--- config.mk ---
export PLATFORM = sky130hd
export DESIGN_NAME = hazard_ctrl
export DESIGN_NICKNAME = d
export VERILOG_FILES = /design/src/rtl/hazard_ctrl.sv
export SDC_FILE = /design/constraint.sdc
export NUM_CORES = 1
export LEC_CHECK = 0
export ABC_AREA = 1
export CAP_MARGIN = 0
export CORE_MARGIN = 3
export CORE_UTILIZATION = 31
export CTS_CLUSTER_DIAMETER = 60
export CTS_CLUSTER_SIZE = 28
export DETAILED_ROUTE_END_ITERATION = 10
export MAX_ROUTING_LAYER = met4
export PLACE_DENSITY_LB_ADDON = 0.05
export SYNTH_ARGS = -nofsm -noshare
export SYNTH_HDL_FRONTEND = slang
export SYNTH_SLANG_ARGS = --single-unit
--- constraint.sdc ---
create_clock -name clk -period 1.7 [get_ports clk]
set_clock_uncertainty 0.2 [all_clocks]
set_input_delay 0.51 -clock clk [delete_from_list [all_inputs] [get_ports clk]]
set_output_delay 0.51 -clock clk [all_outputs]
set_load 0.01 [all_outputs]
--- src/rtl/hazard_ctrl.sv ---
// Pipeline hazard controller: load-use bubble insertion, multi-cycle mul/div
// stall with watchdog, and exception flush, resolved by a fixed priority.
module hazard_ctrl (
  input  logic       clk,
  input  logic       rst,
  input  logic       id_valid,
  input  logic [4:0] id_rs_raddr,
  input  logic [4:0] id_rt_raddr,
  input  logic       id_rs_used,
  input  logic       id_rt_used,
  input  logic       id_is_load,
  input  logic       id_we,
  input  logic [4:0] id_waddr,
  input  logic       ex_div_start,
  input  logic       ex_div_ready,
  input  logic       exc_flush,
  output logic [5:0] stall,
  output logic       flush,
  output logic       load_use,
  output logic       div_timeout
);

  typedef enum logic {IDLE, DIV_BUSY} state_e;

  localparam logic [5:0] StallNone = 6'b000000;
  localparam logic [5:0] StallDiv  = 6'b001111;
  localparam logic [5:0] StallLoad = 6'b000111;
  localparam logic [5:0] CntMax    = 6'd63;
  localparam logic [5:0] CntLimit  = 6'd40;

  state_e     state_q, state_d;
  logic       exLdValid_q, exLdValid_d;
  logic [4:0] exLdWaddr_q, exLdWaddr_d;
  logic [5:0] divCnt_q, divCnt_d;
  logic       divTimeout_q, divTimeout_d;
  logic       hit;
  logic       divStall;

  assign hit = exLdValid_q & id_valid &
               ((id_rs_used & (id_rs_raddr == exLdWaddr_q)) |
                (id_rt_used & (id_rt_raddr == exLdWaddr_q)));

  assign divStall = ((state_q == IDLE) & ex_div_start & ~ex_div_ready) |
                    ((state_q == DIV_BUSY) & ~ex_div_ready);

  // Next state plus the prioritised stall/flush table: flush beats mul/div beats load-use.
  always_comb begin
    state_d  = state_q;
    stall    = StallNone;
    flush    = 1'b0;
    load_use = 1'b0;
    case (state_q)
      IDLE:     if (ex_div_start & ~exc_flush & ~ex_div_ready) state_d = DIV_BUSY;
      DIV_BUSY: if (ex_div_ready | exc_flush) state_d = IDLE;
      default:  state_d = IDLE;
    endcase
    if (exc_flush) begin
      flush = 1'b1;
    end else if (divStall) begin
      stall = StallDiv;
    end else if (hit) begin
      stall    = StallLoad;
      load_use = 1'b1;
    end
  end

  always_comb begin
    divCnt_d     = divCnt_q;
    divTimeout_d = divTimeout_q;
    if ((state_q == IDLE) && (state_d == DIV_BUSY)) begin
      divCnt_d = '0;
    end else if (state_q == DIV_BUSY) begin
      if (divCnt_q != CntMax) divCnt_d = divCnt_q + 6'd1;
      if (divCnt_d == CntLimit) divTimeout_d = 1'b1;
    end
  end

  // The tracker follows the ID->EX handoff: advance, take a bubble, or hold.
  always_comb begin
    exLdValid_d = exLdValid_q;
    exLdWaddr_d = exLdWaddr_q;
    if (exc_flush) begin
      exLdValid_d = 1'b0;
    end else if (!stall[2]) begin
      exLdValid_d = id_valid & id_is_load & id_we & (id_waddr != 5'd0);
      exLdWaddr_d = id_waddr;
    end else if (!stall[3]) begin
      exLdValid_d = 1'b0;
    end
  end

  always_ff @(posedge clk) begin
    if (rst) begin
      state_q      <= IDLE;
      exLdValid_q  <= 1'b0;
      exLdWaddr_q  <= '0;
      divCnt_q     <= '0;
      divTimeout_q <= 1'b0;
    end else begin
      state_q      <= state_d;
      exLdValid_q  <= exLdValid_d;
      exLdWaddr_q  <= exLdWaddr_d;
      divCnt_q     <= divCnt_d;
      divTimeout_q <= divTimeout_d;
    end
  end

  assign div_timeout = divTimeout_q;

endmodule

==> results.sh <==
export IMPL_fmax_mhz=475
export IMPL_cts_buffer_depth=2
export IMPL_clk_pin_slew_ns=0.08
export IMPL_gp_congestion=0.804
export IMPL_r2r_end="exLdWaddr_q[1]"
export IMPL_drtIter0Drc=35
export IMPL_cts_buffers=3
export IMPL_antenna_found_initial=0
export IMPL_clkLatencyLatePin_ns=0.27
export IMPL_yosysSeqAreaShare=0.285
export IMPL_crit_chain="inv_2 -> nand2_1 -> nand2_1 -> nor2_2 -> nand3_1 -> nand2_2 -> nand3_4 -> nor2_2 -> buf_2"
export IMPL_critical_path_startpoint="exLdWaddr_q[0]"
export IMPL_slowest_stage="dfxtp_4"
export IMPL_hold_path_depth=2
export IMPL_row_count=19
export IMPL_path_class="flop to output port"
export IMPL_drive_gt1_frac=0.422
export IMPL_cts_tree="yes"
export IMPL_ys_warn_count=0
export IMPL_p_per_area_mw_per_mm2=467
export IMPL_grt_start_max_net_pins=10
export IMPL_violations="setup timing"
export IMPL_cts_root_buf="clkbuf_4"
export IMPL_crit_family="simple AND/OR/NAND/NOR gates"
export IMPL_vias=1173
export IMPL_finalSetupViolCount=5
export IMPL_grt_pass1_vias=1104
export IMPL_critPathBufInv=2
export IMPL_timing_hold_violations_final=0
export IMPL_reg2reg_depth=12
export IMPL_crit_path_start_kind="flop"
export IMPL_worstHoldPathType="flop to flop"
export IMPL_status="finished, violations left"
export IMPL_die_area_mm2=0.00388
export IMPL_synth_distinct_cells=22
export IMPL_finalCriticalPeriod_ns=2.11
export IMPL_holdWs_ns=0.292
export IMPL_arrival_ns=1.40
export IMPL_io_pins=34
export IMPL_finalNetCount=253
export IMPL_core_area_mm2=0.00288
export IMPL_leakage_uw=0.000856
export IMPL_start_util=0.342
export IMPL_postLayoutCellArea_mm2=0.00164
export IMPL_clock_sinks=14
export IMPL_worst_setup_path_end_kind="output port"
export IMPL_setup_ws_ns=-0.406
export IMPL_yosys_register_bits=14
export IMPL_wl_per_cell_um=10.4
export IMPL_syn_to_final_growth_pct=67.0
export IMPL_detailed_place_area_mm2=0.00144
export IMPL_postRouteWirelength_um=2770
export IMPL_cp_max_fo=5
export IMPL_antenna_left=0
export IMPL_synth_area_um2=983
export IMPL_netlist_instances=165
export IMPL_die_w_um=62.3
export IMPL_grtUsageTotal=0.146
export IMPL_min_delay_worst_endpoint="div_timeout"
export IMPL_ir_worst_vdd_mv=0.330
export IMPL_via_per_inst=4.39
export IMPL_grt_overflow=0
export IMPL_slew_violations=0
export IMPL_portBuffers=31
export IMPL_drt_pass1_iterations=5
export IMPL_antenna_cells=0
export IMPL_grt_setup_unrepaired="true"
export IMPL_drc=0
export IMPL_syn_area_per_cell_um2=5.96
export IMPL_cap_violations=0
export IMPL_cpPeakStageDelay_ns=0.38
export IMPL_grt_first_pass_wirelength_um=4520
export IMPL_rr_startpoint="exLdWaddr_q[0]"
export IMPL_die_h_um=62.3
export IMPL_dpl_hpwl_um=1940
export IMPL_post_route_period_util=1.24
export IMPL_r2r_slack_ns=0.07
export IMPL_cp_required_ns=0.99
export IMPL_h_tree_depth=1
export IMPL_worstHoldStart="div_timeout"
cell families after synthesis:
family	Yosys count	share of synthesized area
other cells	1	0.00381
compound gates	20	0.118
fa+ha+maj	1	0.0127
simple gates	89	0.397
flops	14	0.285
buf+inv	38	0.165
xor+xnor	2	0.0178
synth_stat cells:
master   instances  share of area
nand2_1         47           0.18
inv_1           32           0.12
nor2_1          22          0.084
dfxtp_1         14           0.28
nand3_1         11          0.056
a21oi_1         10          0.051
buf_4            5          0.038
o21ai_0          5          0.025
nand2_2          3          0.019
a211o_1          2          0.018
nand4_1          2          0.013
nor2_4           2          0.023
a311o_1          1          0.010
buf_2            1         0.0051
conb_1           1         0.0038
ha_1             1          0.013
nand3_4          1          0.018
nor3_1           1         0.0051
o21ai_1          1         0.0051
o21ai_2          1         0.0089
xnor2_1          1         0.0089
xor2_1           1         0.0089
tightest hold or removal path: stages, from the launching register on:
cell     delay (ns)
dfxtp_1        0.34
a21oi_1        0.05
nor2_1         0.07
cells in the final DEF (no fill, tap or decap), types with 2 or more instances in the layout:
cell type        synthesis  final
a211o_1                  2      2
buf_4                    5     26
a21oi_2                  0      3
nand4_1                  2      2
dlygate4sd2_1            0      4
dfxtp_4                  0      4
dfxtp_2                  0      4
clkbuf_4                 0      3
inv_2                    0      9
clkdlybuf4s50_1          0      8
buf_2                    1     12
nor2_4                   2      2
a21oi_1                 10      7
nand3_1                 11     10
o21ai_0                  5      3
nor2_1                  22     19
nand2_2                  3      7
o21ai_1                  1      2
inv_1                   32     21
conb_1                   1      2
buf_6                    0     10
dfxtp_1                 14      6
nand2_1                 47     39
nand3_4                  1      2
nor2_2                   0      3
nand2_4                  0      4
sequential cells by signal, summed over array words and instances (netlist names):
register / count
divCnt_q: 6
exLdWaddr_q: 5
div_timeout: 1
exLdValid_q: 1
state_q: 1
per-stage QoR:
step	cells	total power, µW	utilization	TNS (ns)	setup slack (ns)
final	267	767	0.571	-1.67	-0.406
after global routing	267	821	0.571	-2.47	-0.527
after CTS	266	764	0.542	-1.82	-0.449
after detailed placement	247	553	0.500	-11.84	-1.34
after global placement	247	550	0.500	-11.65	-1.33
after floorplan	166	450	-	-0.601	-0.182
per-layer routing:
layer  part of all wire  up-vias  global-route usage
li1                   -      622                   -
met1               0.44      522               0.164
met2               0.50       27               0.251
met3              0.050        2              0.0360
met4             0.0072        0              0.0496
met5                  0        -                   -
final cells by class:
cell class	instances	area (µm²)
inverters	32	130
flip-flops and latches	14	300
well taps	42	52.6
repair buffers	62	498
clock buffers	3	22.5
multi-input cells	114	639
fillers	289	1230
timing repair:
| action | CTS | global route |
|---|---|---|
| pin swaps | 22 | 18 |
| setup buffers | 16 | 4 |
| hold buffers | 0 | 0 |
| setup endpoints to repair | 17 | 14 |
| gates resized for setup | 99 | 29 |
worst max-delay path by stage:
stage / endpoint / slack [ns] / cells past startpoint
detailed placement: load_use / -1.34 / 10
global route: load_use / -0.53 / 9
finish: load_use / -0.41 / 9
global placement: load_use / -1.33 / 10
floorplan: stall[1] / -0.18 / 9
CTS: load_use / -0.45 / 9
where the power goes:
group	internal [µW]	switching, µW	leakage (µW)	total [µW]
clock	82.0	103	0.0000138	185
sequential	338	13.4	0.000119	351
combinational	126	105	0.000724	231
No activity file was read; power rests on OpenSTA's default activity.
